### src/rtl/alu_ctrl.sv
// ============================================================================
// Module   : alu_ctrl
// Purpose  : Sequencer for an external combinational ALU. It owns a 4-entry
//            register file and runs a fixed IDLE -> EXEC -> DONE handshake.
// Revision : 1.0  initial release
// ============================================================================
`default_nettype none

module alu_ctrl #(
  parameter int DW = 16
) (
  input  logic          clk,
  input  logic          rst_n,
  input  logic          cmd_valid,
  output logic          cmd_ready,
  input  logic [2:0]    cmd_op,
  input  logic [1:0]    cmd_rs0,
  input  logic [1:0]    cmd_rs1,
  input  logic [1:0]    cmd_rd,
  input  logic          ld_en,
  input  logic [1:0]    ld_addr,
  input  logic [DW-1:0] ld_data,
  output logic [DW-1:0] alu_in0,
  output logic [DW-1:0] alu_in1,
  output logic [2:0]    alu_operate,
  input  logic [DW-1:0] alu_out,
  output logic          res_valid,
  output logic [DW-1:0] res_data,
  output logic [1:0]    res_rd
);

  typedef enum logic [1:0] {
    IDLE = 2'd0,
    EXEC = 2'd1,
    DONE = 2'd2
  } state_t;

  state_t        state_q;
  logic [DW-1:0] regs_q [4];
  logic [DW-1:0] alu_in0_q;
  logic [DW-1:0] alu_in1_q;
  logic [2:0]    alu_op_q;
  logic [DW-1:0] res_data_q;
  logic [1:0]    res_rd_q;
  logic          res_valid_q;

  always_ff @(posedge clk or negedge rst_n) begin
    if (!rst_n) begin
      state_q     <= IDLE;
      for (int i = 0; i < 4; i++) regs_q[i] <= '0;
      alu_in0_q   <= '0;
      alu_in1_q   <= '0;
      alu_op_q    <= '0;
      res_data_q  <= '0;
      res_rd_q    <= '0;
      res_valid_q <= 1'b0;
    end else begin
      res_valid_q <= 1'b0;
      // The writeback below comes later in this block, so it overrides a
      // same-edge load to the same register.
      if (ld_en) regs_q[ld_addr] <= ld_data;
      case (state_q)
        IDLE: begin
          if (cmd_valid) begin
            alu_in0_q <= regs_q[cmd_rs0];
            alu_in1_q <= regs_q[cmd_rs1];
            alu_op_q  <= cmd_op;
            res_rd_q  <= cmd_rd;
            state_q   <= EXEC;
          end
        end
        EXEC: begin
          res_data_q       <= alu_out;
          regs_q[res_rd_q] <= alu_out;
          res_valid_q      <= 1'b1;
          state_q          <= DONE;
        end
        DONE: state_q <= IDLE;
        default: state_q <= IDLE;
      endcase
    end
  end

  assign cmd_ready   = (state_q == IDLE);
  assign alu_in0     = alu_in0_q;
  assign alu_in1     = alu_in1_q;
  assign alu_operate = alu_op_q;
  assign res_data    = res_data_q;
  assign res_rd      = res_rd_q;
  assign res_valid   = res_valid_q;

endmodule

`default_nettype wire
### config.mk
export PLATFORM = sky130hd
export DESIGN_NAME = alu_ctrl
export DESIGN_NICKNAME = d
export VERILOG_FILES = /design/src/rtl/alu_ctrl.sv
export SDC_FILE = /design/constraint.sdc
export NUM_CORES = 1
export LEC_CHECK = 0
export CELL_PAD_IN_SITES_DETAIL_PLACEMENT = 1
export CELL_PAD_IN_SITES_GLOBAL_PLACEMENT = 1
export CORE_ASPECT_RATIO = 1.2
export CORE_MARGIN = 2
export CORE_UTILIZATION = 30
export CTS_BUF_LIST = sky130_fd_sc_hd__clkbuf_4 sky130_fd_sc_hd__clkbuf_8
export DETAILED_ROUTE_END_ITERATION = 10
export PLACE_DENSITY_LB_ADDON = 0.2
export SLEW_MARGIN = 20
export SYNTH_ARGS = -nofsm -noshare
export SYNTH_HDL_FRONTEND = slang
export SYNTH_SLANG_ARGS = --single-unit
### constraint.sdc
create_clock -name clk -period 1.6 [get_ports clk]
set_input_delay 0.32 -clock clk [delete_from_list [all_inputs] [get_ports clk]]
set_output_delay 0.32 -clock clk [all_outputs]
set_load 0.02 [all_outputs]
=== Word-level counts from Yosys, hierarchy flattened ===
Cells that the tools add are included.

* Register bits after elaboration: 120
* Output and inout port bits: 55

* $lt $le $gt $ge: 6
* Equal/unequal tests: 2
* Multiplexer cells: 17
* Bitwise logic cells: 4
* Reductions and logical operators: 4

{| class="wikitable"
|+ Operator list
! operator !! count
|-
| bitwise mux 64 bit || 2
|-
| 2-to-1 mux 64 bit || 2
|-
| 2-to-1 mux 16 bit || 6
|-
| binary-select mux 16 bit (select 2 bit) || 2
|-
| demux 16 bit (select 2 bit) || 2
|-
| >= comparator 3 bit, second input constant || 4
|-
| inverter 2 -> 3 bit || 4
|-
| less-than comparator 3 x 1 -> 1 bit, second input constant || 2
|-
| case mux 2 bit (2 select lines) || 1
|-
| == test 2 x 1 -> 1 bit, second input constant || 1
|-
| logical AND 1 bit || 2
|-
| logical NOT 2 bit || 1
|-
| 2-to-1 mux 2 bit || 1
|-
| inequality test 2 bit, second input constant || 1
|-
| AND reduction 2 bit || 1
|-
| 2-to-1 mux 1 bit || 1
|}

=== Longest topological paths before layout ===
Gate-level depths: netlist of run 1.

* Depth in word-level cells: 9
* Depth in mapped cells: 6

=== Worst setup path before layout of run 1 ===
No wires, ideal clock.

* Path type: flip-flop to flip-flop
* Start: register state_q[0]
* End: register alu_in0_q[10], in the netlist alu_in0[10]
* Arrival time: 1.324 ns
* Data required time: 1.510 ns
* Path slack: 0.185 ns
* Cell stages (with the launch flop): 5
* Buffers on the path: 1
* Clock period less this slack: 1.415 ns
* Path through: dfrtp_1 nor2_2 nand3_1 buf_2 o221ai_1

* Longest elaborated chain between the ends: 2

{| class="wikitable"
|+ RTL lines
! element !! RTL line !! source
|-
| start: declaration || 38 || <nowiki>state_t state_q;</nowiki>
|-
| start signal: assignment || 49 || <nowiki>state_q <= IDLE;</nowiki>
|-
| start signal: assignment || 69 || <nowiki>state_q <= EXEC;</nowiki>
|-
| start signal: assignment || 76 || <nowiki>state_q <= DONE;</nowiki>
|-
| logical NOT 2 bit || - ||
|-
| via cmd_ready || 15 || <nowiki>output logic cmd_ready,</nowiki>
|-
| AND reduction 2 bit (no source line) || - ||
|-
| end signal: assignment || 65 || <nowiki>alu_in0_q <= regs_q[cmd_rs0];</nowiki>
|-
| end: declaration || 40 || <nowiki>logic [DW-1:0] alu_in0_q;</nowiki>
|}

The timed path passes the listed nets, and every way through them passes these cells.
A chain may end at the register's enable or synchronous reset.

=== Final worst setup path of run 1 ===
* Start: register alu_in1_q[5], in the netlist alu_in1[5]
* End: output alu_in1[5]

{| class="wikitable"
|+ RTL lines
! element !! RTL line !! source
|-
| start: declaration || 41 || <nowiki>logic [DW-1:0] alu_in1_q;</nowiki>
|-
| start signal: assignment || 66 || <nowiki>alu_in1_q <= regs_q[cmd_rs1];</nowiki>
|-
| end: declaration || 24 || <nowiki>output logic [DW-1:0] alu_in1,</nowiki>
|}

No word-level cell between the ends.

==> results.json, run 1 <==
{
  "status": "completed",
  "io_buffers": 101,
  "end_kind": "primary output",
  "synth_compound_area_frac": 0.107,
  "hold_viol": 0,
  "yosysWarnings": 0,
  "boundaryPins": 102,
  "synthCells": 568,
  "start_util": 0.307,
  "drc": 0,
  "critical_path_buf_inv_count": 1,
  "synth_fa_ha_area_frac": 0,
  "yosys.cell_types.count": 28,
  "max_freq_mhz": 650,
  "drive_gt1_frac": 0.0988,
  "maxSlewHeadroom": 0.709,
  "wl_mm": 19.9,
  "hold_ws_ps": 355,
  "core_um2": 18900,
  "yosys-top-cells-area": "dfrtp_1 (52%), mux2i_1 (19%), nand2_1 (10%)",
  "tritoncts": "yes",
  "final_cells": 944,
  "tns_ps": 0,
  "synth_mux_area_frac": 0.202,
  "crit_family": "flip-flops",
  "die_y_um": 157,
  "fin_nets": 722,
  "synthesis.nets": 615,
  "vdd_ir_drop_max_mv": 0.483,
  "startpoint_type": "flip-flop",
  "crit_chain": "dlygate4sd2_1",
  "ys_seq_area_frac": 0.516,
  "max_stage_delay_ps": 410,
  "cp_max_fo": 2,
  "dpl_cell_area_um2": 7330,
  "synth_top_area_share": 0.516,
  "final_design_area_no_fill_um2": 7650,
  "netSwitchingFraction": 0.381,
  "intPower_uw": 7400,
  "synthSimpleGateAreaFrac": 0.136,
  "drtIter0Drc": 228,
  "antenna_left": 0,
  "p_comb_frac": 0.336,
  "grt_pass1_vias": 5290,
  "cts_sinks": 120,
  "slowest_stage": "dfrtp_1",
  "antenna_cells": 0,
  "h-tree-depth": 4,
  "vias": 4896,
  "p_clk_frac": 0.220,
  "crit_arrival_ps": 1220,
  "cp.depth": 1,
  "syn_area_um2": 5810,
  "drtPass1Iterations": 4,
  "p_seq_frac": 0.444,
  "tightest_slew_ps": 436,
  "path_clk_slew_ps": 70,
  "wl_per_cell_um": 21.1,
  "yosysTopAreaCell": "dfrtp_1",
  "synth.avg_cell_area_um2": 10.2,
  "synth_xor_area_frac": 0,
  "rsz0062_at_grt": "false",
  "grt_overflow": 0,
  "maxCapViolations": 0,
  "powerDensity_nw_per_um2": 1560,
  "cp.required_ps": 1280,
  "gp_congestion": 0.769,
  "viasPerCell": 5.19,
  "ys_ff_latch": 120,
  "cts_buffers": 17,
  "cts_setup_buffers": 0,
  "die_area_um2": 20500,
  "dp.cells": 911,
  "die_x_um": 131,
  "finalCritPeriodShare": 0.961,
  "fin_skew_ps": 12.3,
  "cts_buffer_depth": 2,
  "setup_violations": 0,
  "criticalPathCategory": "flip-flop to primary output",
  "synth_top_family_by_area": "multiplexers",
  "slew_violations": 0,
  "clk_latency_ps": 450,
  "reg2reg_depth": 3,
  "grtUsageTotal": 0.204,
  "p_switching_uw": 4560,
  "p_leak_uw": 0.00347,
  "grt_pass1_wl_mm": 31.0,
  "period_minus_slack_ps": 1540,
  "clockRootBuffer": "clkbuf_8",
  "antenna_found_initial": 0,
  "area_growth_pct": 31.6,
  "grt_max_degree": 42,
  "rows": 55,
  "dpl.hpwl_mm": 13.1,
  "hp-class": "input pin to async pin"
}
[per-stage QoR]
step	power, uW	util	setup slack, ps
after floorplan	7460	-	185
after global routing	12700	0.404	9.62
after global placement	9550	0.387	-292
final	12000	0.404	61.7
after CTS	12100	0.404	22.8
after detailed placement	9810	0.387	-330
[sequential cells by signal, summed over array words and instances (netlist names)]
register / flops
regs_q: 64
alu_in0: 16
alu_in1: 16
res_data: 16
alu_operate: 3
res_rd: 2
state_q: 2
res_valid: 1
[worst reg2reg max path, cell delays in order (launching register included)]
cell and delay (ps):
dfrtp_1 420, or3b_1 400, buf_4 210, mux2_1 330
[area by class of cell]
class / count / area [um^2]
Sequential cell: 120 / 3000
Timing Repair Buffer: 128 / 1330
Multi-Input combinational cell: 405 / 2610
Tap cell: 256 / 320
Fill cell: 2123 / 11300
Inverter: 3 / 11.3
Clock buffer: 22 / 297
Clock inverter: 10 / 75.1
[timing repair]
| action | 4_1_cts | 5_1_grt |
|---|---|---|
| resized for setup | 61 | 1 |
| endpoints found under the hold margin | 27 | 0 |
| hold buffers | 1 | 0 |
| endpoints found under the setup margin | 55 | 1 |
[placed cells by master (no fill, tap or decap), drive strengths merged, types with 17 or more instances in the layout]
cell type,count
nand2,160
clkdlybuf4s50,43
o221ai,32
mux2i,112
buf,30
dfrtp,120
o21ai,48
dlygate4sd2,53
clkbuf,22
nor2,17
[cell families (layout without fill, tap and decap cells)]
family | Yosys count | in the layout
AO/OA/AOI/OAI | 96 | 96
buffers and inverters | 43 | 163
multiplexers | 117 | 117
flip-flops | 120 | 120
AND/OR/NAND/NOR | 192 | 192
[synthesized netlist by cell type]
cell type	number
nor2_1	16
and3_1	1
o21ai_1	7
mux2i_1	112
mux2_1	5
buf_4	5
dfrtp_1	120
clkbuf_1	16
nor3b_1	1
a31oi_1	16
and3b_1	2
nand2b_1	1
inv_1	2
nand4b_1	1
buf_6	3
buf_2	14
clkbuf_2	1
nand2_1	160
buf_1	1
nand3_1	3
and4bb_1	2
or3b_1	1
nor2_2	1
o221ai_1	32
o21ai_0	41
inv_2	1
nand3b_1	2
nor4b_2	1
[power groups by stage]
stage	Sequential, uW	Clock (uW)	Combinational [uW]
5_1_grt	5470	2810	4440
3_3_place_gp	5310	0	4240
6_report	5310	2630	4010
4_1_cts	5310	2680	4080
3_5_place_dp	5370	0	4440
2_1_floorplan	5670	0	1780
[final timing paths]
kind	to	start	slack, ps
setup reg to reg	res_rd[1]$_DFFE_PN0P_	state_q[0]$_DFFE_PN0P_	120
hold / removal	res_data[2]$_DFFE_PN0P_	rst_n	350
hold reg to reg	res_data[7]$_DFFE_PN0P_	res_data[7]$_DFFE_PN0P_	480
max in group asynchronous	regs_q[41]$_DFF_PN0_	rst_n	660
setup / recovery	alu_in1[5]	alu_in1[5]$_DFFE_PN0P_	60
min in group clk	res_rd[0]$_DFFE_PN0P_	cmd_rd[0]	480
[per-layer routing]
layer	vias to the layer above	routed length, um	part of all wire	track usage
met5	-	0	0	0
met4	0	378	0.019	0.0709
met3	21	1000	0.050	0.0318
met2	130	9660	0.48	0.336
met1	2520	8910	0.45	0.271
li1	2225	-	-	-
(Power assumes the default switching activity.)
==> inputs of run 2 (changes only) <==
- CORE_UTILIZATION: 30 -> 40
==> run 2 against run 1 <==
Flip-flop and latch count is the same. Critical endpoint is now alu_operate[0]$_DFFE_PN0P_. Largest power group unchanged. Setup slack lost 9.3 ps. Die area shrank 24%. Design area shrank 1.0%.
==> results.json, run 2 (same netlist as run 1, synthesis figures left out) <==
{
  "max_freq_mhz": 646,
  "period_minus_slack_ps": 1550,
  "largest_reg_flops": 64,
  "criticalPathCategory": "flip-flop to flip-flop",
  "die_x_um": 114,
  "drtPass1Iterations": 4,
  "tightest_slew_ps": 469,
  "cts_sinks": 120,
  "antenna_cells": 0,
  "multi_input_area_um2": 2600,
  "rows": 48,
  "end_kind": "flip-flop",
  "vias": 4903,
  "startpoint_type": "flip-flop",
  "start_util": 0.407,
  "die_y_um": 136,
  "grt_overflow": 0,
  "path_clk_slew_ps": 70,
  "cp.required_ps": 1930,
  "grtUsageTotal": 0.253,
  "tritoncts": "yes",
  "drc": 0,
  "dpl.hpwl_mm": 12.5,
  "die_area_um2": 15500,
  "grt_pass1_vias": 5335,
  "crit_arrival_ps": 1880,
  "viasPerCell": 5.67,
  "cp_max_fo": 38,
  "maxSlewHeadroom": 0.688,
  "r2r_slack_ps": 50,
  "layout.area.seq_um2": 3010,
  "fillers": 1586,
  "io_buffers": 101,
  "fin_skew_ps": 10.3,
  "powerDensity_nw_per_um2": 1570,
  "wl_mm": 18.5,
  "vdd_ir_drop_max_mv": 0.864,
  "mostFrequentLayoutCells": "nand2_1 (160), dfrtp_1 (118), mux2i_1 (112)",
  "rsz0062_at_grt": "false",
  "finalCritPeriodShare": 0.967,
  "setup_violations": 0,
  "maxCapViolations": 0,
  "largest-register": "regs_q",
  "drive_gt1_frac": 0.101,
  "tns_ps": 0,
  "area_growth_pct": 30.3,
  "status": "completed",
  "dpl_cell_area_um2": 7270,
  "fin_nets": 726,
  "grt_pass1_wl_mm": 29.6,
  "cts_buffers": 17,
  "grt_max_degree": 39,
  "gp_congestion": 0.803,
  "drtIter0Drc": 205,
  "hp-class": "input pin to async pin",
  "wl_per_cell_um": 21.4,
  "final_design_area_no_fill_um2": 7570,
  "hold_viol": 0,
  "h-tree-depth": 4,
  "slew_violations": 0,
  "clk_latency_ps": 450,
  "cts_buffer_depth": 2,
  "p_leak_uw": 0.00349,
  "antenna_found_initial": 0,
  "core_um2": 14300,
  "final_common_cell": "nand2_1",
  "clockRootBuffer": "clkbuf_8",
  "antenna_left": 0,
  "boundaryPins": 102
}
-- run 2: layer usage --
layer  part of all wire  global-route usage  up-vias
met4              0.018              0.0976        0
met5                  0                   0        -
met2               0.52               0.435      139
li1                   -                   -     2230
met1               0.41               0.314     2509
met3              0.053              0.0499       25
-- run 2: path summary, 6_finish.rpt --
check | start | cells after the start | end
setup / recovery | state_q[1]$_DFFE_PN0P_ | 3 | alu_operate[0]$_DFFE_PN0P_
hold / removal | rst_n | 2 | alu_operate[2]$_DFFE_PN0P_
setup reg to reg | state_q[1]$_DFFE_PN0P_ | 3 | alu_operate[0]$_DFFE_PN0P_
hold reg to reg | res_data[8]$_DFFE_PN0P_ | 2 | res_data[8]$_DFFE_PN0P_
max in group asynchronous | rst_n | 3 | regs_q[17]$_DFF_PN0_
min in group clk | cmd_op[1] | 2 | alu_operate[1]$_DFFE_PN0P_
-- run 2: repair_timing --
| action | CTS | global route |
|---|---|---|
| hold buffers | 1 | 0 |
| resized for setup | 60 | 1 |
| buffers inserted | 0 | 1 |
| endpoints found under the setup margin | 59 | 4 |
| hold endpoints to repair | 23 | 0 |
| gates cloned | 0 | 0 |
-- run 2: stage by stage --
| stage | setup slack [ps] | total power [uW] | hold WS [ps] | std cells | utilization |
|---|---|---|---|---|---|
| final | 52.4 | 11900 | 362 | 865 | 0.530 |
| after global routing | 6.53 | 12600 | 374 | 865 | 0.530 |
| after CTS | 7.87 | 11900 | 365 | 864 | 0.529 |
| after detailed placement | -306 | 9750 | 297 | 833 | 0.508 |
| after global placement | -241 | 9440 | 295 | 833 | 0.508 |
| after floorplan | 185 | 7460 | 24.4 | 568 | - |
-- run 2: where the power goes --
group          leakage, uW  switching, uW  internal (uW)
combinational      0.00184           2300           1750
clock             0.000195           1160           1400
sequential         0.00146            965           4280
-- run 2: layout make-up --
type                            count  share of cell area
Clock inverter                      4             0.00595
Sequential cell                   120               0.397
Inverter                            3             0.00149
Tap cell                          175              0.0289
Timing Repair Buffer              132               0.182
Clock buffer                       26              0.0415
Multi-Input combinational cell    405               0.344
-- run 2: critical path: stages, from the launching register on --
cell	delay (ps)
dfrtp_2	450
or3b_1	420
buf_12	210
mux2_1	340
